$ cat config.mk
export PLATFORM = sky130hd
export DESIGN_NAME = pif_xi_init_flat
export DESIGN_NICKNAME = d
export VERILOG_FILES = /design/src/rtl/pif_xi_init_pkg.sv /design/src/rtl/pif_xi_init_if.sv /design/src/rtl/pif_xi_init_rdwait.sv /design/src/rtl/pif_xi_init.sv /design/src/flat_wrapper.sv
export SDC_FILE = /design/constraint.sdc
export NUM_CORES = 1
export LEC_CHECK = 0
export CORE_ASPECT_RATIO = 0.8
export CORE_MARGIN = 1.5
export CORE_UTILIZATION = 39
export CTS_CLUSTER_DIAMETER = 100
export CTS_CLUSTER_SIZE = 25
export DETAILED_ROUTE_END_ITERATION = 12
export GPL_TIMING_DRIVEN = 0
export PLACE_DENSITY_LB_ADDON = 0.2
export SYNTH_ARGS = -nofsm -noshare
export SYNTH_HDL_FRONTEND = slang
export SYNTH_SLANG_ARGS = --single-unit
$ cat constraint.sdc
create_clock -name xclk -period 1.6 [get_ports xclk]
set_input_delay 0.16 -clock xclk [delete_from_list [all_inputs] [get_ports xclk]]
set_output_delay 0.16 -clock xclk [all_outputs]
set_load 0.02 [all_outputs]
$ cat src/rtl/pif_xi_init_pkg.sv
// Shared widths, header layout and FSM encoding for the XI bus initiator.
package pif_xi_init_pkg;

    localparam int unsigned TXA           = 4;
    localparam int unsigned TXSubA        = 4;
    localparam int unsigned TXD           = 6;
    localparam int unsigned I2C_DATA_BITS = 8;
    localparam int unsigned XO_W          = 8;
    localparam int unsigned HDR_RW_BIT    = 7;
    localparam int unsigned DEF_RD_LAT    = 5;

    localparam logic [2:0] ST_IDLE    = 3'd0;
    localparam logic [2:0] ST_HDR     = 3'd1;
    localparam logic [2:0] ST_WR      = 3'd2;
    localparam logic [2:0] ST_RD      = 3'd3;
    localparam logic [2:0] ST_RD_WAIT = 3'd4;

endpackage

$ cat src/rtl/pif_xi_init_if.sv
// Link-side byte stream plus XI register bus seen by the initiator.
interface pif_xi_init_if
    import pif_xi_init_pkg::*;
#(
    parameter int unsigned A_W    = TXA,
    parameter int unsigned SUBA_W = TXSubA,
    parameter int unsigned DATA_W = TXD
);

    logic                     rx_start;
    logic                     rx_valid;
    logic [I2C_DATA_BITS-1:0] rx_data;
    logic                     rx_stop;
    logic                     tx_req;
    logic                     tx_valid;
    logic [XO_W-1:0]          tx_data;
    logic                     busy;
    logic                     XI_PWr;
    logic [A_W-1:0]           XI_PRWA;
    logic                     XI_PRdFinished;
    logic [SUBA_W-1:0]        XI_PRdSubA;
    logic [DATA_W-1:0]        XI_PD;
    logic [XO_W-1:0]          XO;

    modport master (
        input  rx_start, rx_valid, rx_data, rx_stop, tx_req, XO,
        output tx_valid, tx_data, busy, XI_PWr, XI_PRWA, XI_PRdFinished,
               XI_PRdSubA, XI_PD
    );

    modport slave (
        output rx_start, rx_valid, rx_data, rx_stop, tx_req, XO,
        input  tx_valid, tx_data, busy, XI_PWr, XI_PRWA, XI_PRdFinished,
               XI_PRdSubA, XI_PD
    );

endinterface

$ cat src/rtl/pif_xi_init_rdwait.sv
// Readback latency down-counter: load starts a sample, done fires as the count reaches 0.
module pif_xi_rdwait
    import pif_xi_init_pkg::*;
#(
    parameter int unsigned RD_LAT = DEF_RD_LAT
) (
    input  logic clk,
    input  logic rst,
    input  logic i_load,
    input  logic i_abort,
    output logic o_busy,
    output logic o_done_c
);

    localparam int unsigned CNT_W = $clog2(RD_LAT + 1);

    logic [CNT_W-1:0] r_cnt;
    logic             r_busy;

    // Done on the last decrement so the sample lands RD_LAT+1 cycles after the request.
    assign o_done_c = r_busy && (r_cnt == CNT_W'(1));
    assign o_busy   = r_busy;

    always_ff @(posedge clk) begin
        if (rst || i_abort) begin
            r_cnt  <= '0;
            r_busy <= 1'b0;
        end else if (i_load) begin
            r_cnt  <= CNT_W'(RD_LAT);
            r_busy <= 1'b1;
        end else begin
            if (r_cnt != '0) begin
                r_cnt <= r_cnt - CNT_W'(1);
            end
            if (o_done_c) begin
                r_busy <= 1'b0;
            end
        end
    end

endmodule

$ cat src/rtl/pif_xi_init.sv
// XI bus initiator: framed link bytes -> XI writes/reads, XO samples -> readback bytes.
// Optional: define PIF_XI_RD_AUTOINC_EN to advance XI_PRdSubA after every sample.
module pif_xi_init
    import pif_xi_init_pkg::*;
#(
    parameter int unsigned A_W    = TXA,
    parameter int unsigned SUBA_W = TXSubA,
    parameter int unsigned DATA_W = TXD,
    parameter int unsigned RD_LAT = DEF_RD_LAT
) (
    input  logic          xclk,
    input  logic          sys_rst,
    pif_xi_init_if.master bus
);

    logic [2:0]        r_state;
    logic              r_pwr;
    logic [A_W-1:0]    r_prwa;
    logic              r_fin;
    logic [SUBA_W-1:0] r_suba;
    logic [DATA_W-1:0] r_pd;
    logic              r_txv;
    logic [XO_W-1:0]   r_txd;
    logic              r_pend;

    logic [2:0]        w_state_nxt;
    logic              w_pwr_nxt;
    logic [A_W-1:0]    w_prwa_nxt;
    logic              w_fin_nxt;
    logic [SUBA_W-1:0] w_suba_nxt;
    logic [DATA_W-1:0] w_pd_nxt;
    logic              w_txv_nxt;
    logic [XO_W-1:0]   w_txd_nxt;
    logic              w_pend_nxt;
    logic              w_load;
    logic              w_abort;
    logic              w_busy;
    logic              w_done;
    logic [SUBA_W-1:0] w_suba_inc;
    logic              w_unused_rx;

`ifdef PIF_XI_RD_AUTOINC_EN
    assign w_suba_inc = r_suba + SUBA_W'(1);
`else
    assign w_suba_inc = '0;
`endif

    // Header bits that do not map onto address or data are intentionally dropped.
    assign w_unused_rx = &{1'b0, bus.rx_data};

    pif_xi_rdwait #(
        .RD_LAT (RD_LAT)
    ) u_rdwait (
        .clk      (xclk),
        .rst      (sys_rst),
        .i_load   (w_load),
        .i_abort  (w_abort),
        .o_busy   (w_busy),
        .o_done_c (w_done)
    );

    always_ff @(posedge xclk) begin
        if (sys_rst) begin
            r_state <= ST_IDLE;
        end else begin
            r_state <= w_state_nxt;
        end
    end

    always_comb begin
        w_state_nxt = r_state;
        w_pwr_nxt   = 1'b0;
        w_fin_nxt   = 1'b0;
        w_txv_nxt   = 1'b0;
        w_txd_nxt   = r_txd;
        w_prwa_nxt  = r_prwa;
        w_suba_nxt  = r_suba;
        w_pd_nxt    = r_pd;
        w_pend_nxt  = r_pend;
        w_load      = 1'b0;
        w_abort     = 1'b0;
        // A new frame start always wins; an interrupted read still reports completion.
        if (bus.rx_start) begin
            w_state_nxt = ST_HDR;
            w_pend_nxt  = 1'b0;
            w_abort     = 1'b1;
            w_fin_nxt   = (r_state == ST_RD) || (r_state == ST_RD_WAIT);
        end else begin
            case (r_state)
                ST_IDLE: begin
                    w_state_nxt = ST_IDLE;
                end
                ST_HDR: begin
                    if (bus.rx_stop) begin
                        w_state_nxt = ST_IDLE;
                    end else if (bus.rx_valid) begin
                        w_prwa_nxt  = bus.rx_data[A_W-1:0];
                        w_suba_nxt  = '0;
                        w_state_nxt = bus.rx_data[HDR_RW_BIT] ? ST_RD : ST_WR;
                    end
                end
                ST_WR: begin
                    if (bus.rx_valid) begin
                        w_pd_nxt  = bus.rx_data[DATA_W-1:0];
                        w_pwr_nxt = 1'b1;
                    end
                    if (bus.rx_stop) begin
                        w_state_nxt = ST_IDLE;
                    end
                end
                ST_RD: begin
                    if (r_pend || bus.rx_stop) begin
                        w_fin_nxt   = 1'b1;
                        w_pend_nxt  = 1'b0;
                        w_state_nxt = ST_IDLE;
                    end else if (bus.tx_req) begin
                        w_load      = 1'b1;
                        w_state_nxt = ST_RD_WAIT;
                    end
                end
                ST_RD_WAIT: begin
                    // A stop here is deferred until the pending sample has been returned.
                    if (bus.rx_stop) begin
                        w_pend_nxt = 1'b1;
                    end
                    if (w_done) begin
                        w_txd_nxt   = bus.XO;
                        w_txv_nxt   = 1'b1;
                        w_suba_nxt  = w_suba_inc;
                        w_state_nxt = ST_RD;
                    end
                end
                default: begin
                    w_state_nxt = ST_IDLE;
                end
            endcase
        end
    end

    always_ff @(posedge xclk) begin
        if (sys_rst) begin
            r_pwr  <= 1'b0;
            r_prwa <= '0;
            r_fin  <= 1'b0;
            r_suba <= '0;
            r_pd   <= '0;
            r_txv  <= 1'b0;
            r_txd  <= '0;
            r_pend <= 1'b0;
        end else begin
            r_pwr  <= w_pwr_nxt;
            r_prwa <= w_prwa_nxt;
            r_fin  <= w_fin_nxt;
            r_suba <= w_suba_nxt;
            r_pd   <= w_pd_nxt;
            r_txv  <= w_txv_nxt;
            r_txd  <= w_txd_nxt;
            r_pend <= w_pend_nxt;
        end
    end

    assign bus.XI_PWr         = r_pwr;
    assign bus.XI_PRWA        = r_prwa;
    assign bus.XI_PRdFinished = r_fin;
    assign bus.XI_PRdSubA     = r_suba;
    assign bus.XI_PD          = r_pd;
    assign bus.tx_valid       = r_txv;
    assign bus.tx_data        = r_txd;
    assign bus.busy           = w_busy;

endmodule

$ cat src/flat_wrapper.sv
// flat-port wrapper written by rule: the top's interface ports become plain ports
module pif_xi_init_flat import pif_xi_init_pkg::*;
#(
    parameter int unsigned A_W    = TXA,
    parameter int unsigned SUBA_W = TXSubA,
    parameter int unsigned DATA_W = TXD,
    parameter int unsigned RD_LAT = DEF_RD_LAT
)
  (xclk, sys_rst, bus_rx_start, bus_rx_valid, bus_rx_data, bus_rx_stop, bus_tx_req, bus_XO, bus_tx_valid, bus_tx_data, bus_busy, bus_XI_PWr, bus_XI_PRWA, bus_XI_PRdFinished, bus_XI_PRdSubA, bus_XI_PD);
  pif_xi_init_if #(.A_W(A_W), .SUBA_W(SUBA_W), .DATA_W(DATA_W)) bus_i ();
  input  logic xclk;
  input  logic sys_rst;
  input wire logic [$bits(bus_i.rx_start)-1:0] bus_rx_start;
  input wire logic [$bits(bus_i.rx_valid)-1:0] bus_rx_valid;
  input wire logic [$bits(bus_i.rx_data)-1:0] bus_rx_data;
  input wire logic [$bits(bus_i.rx_stop)-1:0] bus_rx_stop;
  input wire logic [$bits(bus_i.tx_req)-1:0] bus_tx_req;
  input wire logic [$bits(bus_i.XO)-1:0] bus_XO;
  output wire logic [$bits(bus_i.tx_valid)-1:0] bus_tx_valid;
  output wire logic [$bits(bus_i.tx_data)-1:0] bus_tx_data;
  output wire logic [$bits(bus_i.busy)-1:0] bus_busy;
  output wire logic [$bits(bus_i.XI_PWr)-1:0] bus_XI_PWr;
  output wire logic [$bits(bus_i.XI_PRWA)-1:0] bus_XI_PRWA;
  output wire logic [$bits(bus_i.XI_PRdFinished)-1:0] bus_XI_PRdFinished;
  output wire logic [$bits(bus_i.XI_PRdSubA)-1:0] bus_XI_PRdSubA;
  output wire logic [$bits(bus_i.XI_PD)-1:0] bus_XI_PD;
  assign bus_i.rx_start = bus_rx_start;
  assign bus_i.rx_valid = bus_rx_valid;
  assign bus_i.rx_data = bus_rx_data;
  assign bus_i.rx_stop = bus_rx_stop;
  assign bus_i.tx_req = bus_tx_req;
  assign bus_i.XO = bus_XO;
  assign bus_tx_valid = bus_i.tx_valid;
  assign bus_tx_data = bus_i.tx_data;
  assign bus_busy = bus_i.busy;
  assign bus_XI_PWr = bus_i.XI_PWr;
  assign bus_XI_PRWA = bus_i.XI_PRWA;
  assign bus_XI_PRdFinished = bus_i.XI_PRdFinished;
  assign bus_XI_PRdSubA = bus_i.XI_PRdSubA;
  assign bus_XI_PD = bus_i.XI_PD;
  pif_xi_init #(.A_W(A_W), .SUBA_W(SUBA_W), .DATA_W(DATA_W), .RD_LAT(RD_LAT)) u_core (.xclk(xclk), .sys_rst(sys_rst), .bus(bus_i));
endmodule
Word-level counts from Yosys, hierarchy flattened
Index checks and enable logic that the tools add are counted. W data, S select, Z words.

Register bits: 33. Logic and storage cells: 85. Output and inout bits: 26. Input port bits: 22.

Reductions and logical operators: 20. Add/subtract/negate cells: 1. Muxes and demuxes: 30. Equality and inequality tests: 17. Bitwise gates (word level): 4.

Operators by type and width (number): $mux W3 (8); $mux W1 (16); $mux W4 (3); $ne A2 B2 Y1 const B (6); $ne A3 B3 Y1 const B (4); $pmux W3 S4 (1); $reduce_and A4 Y1 (3); $reduce_and A3 Y1 (3); $ne A4 B4 Y1 const B (2); $pmux W4 S2 (1); $reduce_bool A2 Y1 (4); $eq A3 B1 Y1 const B (2); $eq A3 B2 Y1 const B (2); $reduce_or A3 Y1 (2); $reduce_and A5 Y1 (1); $not A1 Y1 (4); $reduce_or A2 Y1 (2); $eq A3 B3 Y1 const B (1); $logic_or A1 B1 Y1 (3); $reduce_bool A3 Y1 (1); $sub A3 B1 Y3 const B (1); $pmux W1 S2 (1); $logic_and A1 B1 Y1 (1).

Longest topological paths before layout
Gate-level depths: netlist (run 1).

Depth in word-level cells: 5. Mapped depth: 6. Gate-level depth less buffers: 6.

Cells and area by module
A second synthesis (run 1) with hierarchy kept.

Cell total of the unflattened synthesis: 133. Area, all modules: 1281.2 um^2.

By module, submodules not included: pif_xi_init (area each 1062.3 um^2, cells each 108, instances 1); pif_xi_rdwait (area each 219.0 um^2, cells each 25, instances 1).

Worst setup path after synthesis (run 1)
Ideal clock, no wire load.

Kind: reg2reg. Start: register u_core.r_state[2]. End: register u_core.r_txd[0] (netlist: u_core.bus.tx_data[0]). Cell stages (with the launch flop): 6. Setup slack: -0.004 ns. Data required time: 1.472 ns. Arrival: 1.477 ns. Cell sequence: dfxtp_1 -> buf_6 -> or3b_4 -> nor3_4 -> mux2i_1 -> nor2_1.

Word-level cells in the longest chain between the ends: 2.

Ends and longest elaborated chain: start, declared (line pif_xi_init.sv:16) `logic [2:0] r_state;`; start signal, assigned (line pif_xi_init.sv:66) `r_state <= w_state_nxt;`; $eq A3 B3 Y1 (line pif_xi_init.sv:89) `case (r_state)`; $reduce_and A3 Y1 (no line); end signal, assigned (line pif_xi_init.sv:157) `r_txd <= w_txd_nxt;`; end, declared (line pif_xi_init.sv:23) `logic [XO_W-1:0] r_txd;`.

No other way between the ends. A chain may end at the register's enable or synchronous reset.

Final worst setup path (run 1)
Ends and elaborated chain as after synthesis.

==> metrics, run 1 <==
status complete, no violations; most common cell after layout, fill and taps aside clkdlybuf4s50_1; sequential fraction of the synthesis area a little under half; part of the power in combinational logic under 10%; leakage ~0.0007 uW; critical path class reg -> reg; routed length per instance 12.06 um; Synth Area in Adders 3.976%; Total Wirelength ~2800 um; Die Area ~3600 um2; Antenna diodes 0; vias in the first global route roughly 1.0k; CP bufs+invs 2; layout overhead on the synthesized area 51.99%; Post-synth top flop dfxtp_1; number of vias per cell around 4.8; clk root buf clkbuf_8; internal power approximately 1100 uW; fin. max-slew vios 0; Filler Cell Count 269; Reg power frac between 50 and 60%; Layout Utilization 62.00%; First DRT Iteration DRCs 26; post-synth top area share between 40% and 50%; final period utilization 96.41%; Yosys top cell by area dfxtp_1; startpoint types flop; Ports 48; syn_area_per_cell roughly 9.4 um2; Post-Synthesis Cell Area 1259 um2; CTS tree yes; cell family with most CP delay simple AND/OR/NAND/NOR gates; Compound-Gate Fraction of Synth Area ~6.8%; clock share of power ~40%; Req. time, crit path 1.74 ns; Area contributors post-synth dfxtp_1, mux2i_1, nor2_1; most frequent cells in the layout clkdlybuf4s50_1, dfxtp_1, nor2_1; CTS clk-pin slew, worst paths around 0.060 ns; Die X-Extent 66.52 um; maximum clock rate about 0.65 GHz; RSZ-0062 raised after global routing true; Setup-failing EPs final 0; Place WS -0.3999 ns; DIE HEIGHT between 50 and 60 um; P_sw between 300 and 400 uW; CP peak stage delay between 0.3 and 0.4 ns; CP endpoint kind flop; DR vias about 1.1k; Crit Path Max Fanout 8; Mapped Cells around 130; CTS Buf Count 5; Clock Tree Buf Depth 2; initial antenna violation count 0; multi-input combinational cell area 634.4 um2; mux cell area share after synthesis between 10% and 20%; Tmin final around 1.5 ns; H-tree Lvls 2; starting density of the core roughly two fifths; post-DP HPWL between 2000 and 2500 um; Remaining Overflow, GRT 0; 1st-pass router iterations 4; IO buf count 42; Placeable Area just over 3000 um2; Tot Pwr about 1400 uW; # rows 18; DRC 0; CP cell instances buf_6 -> or3b_4 -> nor3_4 -> buf_12 -> mux2i_1 -> nor2_1; share of layout cells above drive strength 1 around 15%; Setup TNS 0 ns; worst vdd ir ~540 uV; GRT Overall Usage 17.37%; Unique masters post-synth 27; Detail Route Antenna Nets 0; Post-synth EDFFs 0; GPL Wtd Cong 0.8262; pin count of the biggest net entering global routing 11; Critical Path AT approximately 1.7 ns; Setup Skew approximately 0.0022 ns; main combinational cell family by area after synthesis simple AND/OR/NAND/NOR gates; fin nets roughly 220; Max-Cap Viols 0; Yosys warning count 0; P per Cell Area ~760 nW/um2; Final WS setup approximately 0.057 ns; Net Sw Frac about a fifth; hold crit path type in -> reg; ys async rst share 0%; Synth Register Bits 29; Synth Area in XOR/XNOR less than 1%; Seq. cell area between 500 and 600 um2; Clock Sinks 29; clk_lat worst skew ~0.27 ns; first-pass GRT wire length between 4000 and 5000 um; final hold vios 0; Slowest-stage cell, CP or3b_4; Post-Synth Simple-Gate Area between 20% and 30%
## layer usage
| layer | track usage, % | vias to the layer above | share of wire, % | wire [um] |
|---|---|---|---|---|
| li1 | - | 557 | - | - |
| met1 | 19.74 | 512 | 44 | 1209 |
| met2 | 29.17 | 29 | 49 | 1363 |
| met3 | 7.950 | 5 | 5.6 | 154 |
| met4 | 6.122 | 0 | 1.2 | 34 |
| met5 | 0 | - | 0 | 0 |
## layout make-up
class / count / area share [%]
Tap cell: 40 / 2.616
Multi-Input combinational cell: 93 / 33.16
Clock buffer: 7 / 4.513
Inverter: 5 / 0.9810
Timing Repair Buffer: 46 / 24.79
Buffer: 9 / 3.336
Sequential cell: 29 / 30.61
## per-stage QoR
| stage | hold WS (ns) | instance area, um2 | cells |
|---|---|---|---|
| global placement | 0.4761 | 1744 | 219 |
| finish | 0.4491 | 1913 | 229 |
| floorplan | 0.2387 | 1274 | 137 |
| CTS | 0.4546 | 1856 | 226 |
| detailed placement | 0.4861 | 1744 | 219 |
| global route | 0.4981 | 1913 | 229 |
## power by group through the flow
stage,combinational [uW],clock [uW],sequential [uW]
finish,129,584,731
global route,141,645,731
global placement,124,0,746
floorplan,53.0,0,748
detailed placement,127,0,746
CTS,128,603,730
## cells in the mapped netlist (4+ instances only)
library cell and number:
dfxtp_1 29, mux2i_1 19, clkbuf_1 4, nor3_1 5, ha_1 4, buf_4 4, inv_1 5, o21ai_0 5
a21oi_1 9, nor2_1 22, nand2_1 5
## worst paths after layout
check | end | slack, ns | from | cells after the start
max | u_core.bus.tx_data[0] | 0.06 | u_core.r_state[2] | 6
min | u_core.bus.XI_PRdFinished | 0.45 | bus_rx_start | 3
max reg2reg | u_core.bus.tx_data[0] | 0.06 | u_core.r_state[2] | 6
min reg2reg | u_core.bus.XI_PD[5] | 0.49 | u_core.bus.XI_PD[5] | 2
## worst min-delay path, stage by stage
cell           delay, ns
dlygate4sd2_1       0.32
a21oi_1             0.16
nor2_1              0.04
## flip-flops by register name, summed over array words and instances (netlist names)
name / flops
u_core.bus.XI_PRWA: 4
u_core.bus.XI_PRdFinished: 1
u_core.u_rdwait.r_cnt: 3
u_core.bus.XI_PD: 6
u_core.u_rdwait.o_busy: 1
u_core.r_pend: 1
u_core.bus.tx_data: 8
u_core.r_state: 3
u_core.bus.XI_PWr: 1
u_core.bus.tx_valid: 1
## cells by family after synthesis
| family | Yosys count |
|---|---|
| muxes | 19 |
| AOI/OAI and AO/OA | 16 |
| xor gates and xnor gates | 1 |
| DFF | 29 |
| other | 1 |
| and+or+nand+nor | 49 |
| buffers and inverters | 15 |
| adders and majority gates | 4 |
## what timing repair did
action,CTS,global route
setup endpoints to repair,18,16
hold buffers,0,0
pin swaps,1,1
setup buffers,1,3
resized for setup,3,8
Power figures use the tool's default switching activity.
==> run 2: changes to the inputs <==
- CTS_CLUSTER_SIZE: 25 -> unset
==> results of run 2 <==
Final layout, timing and power as in run 1 (identical DEF).
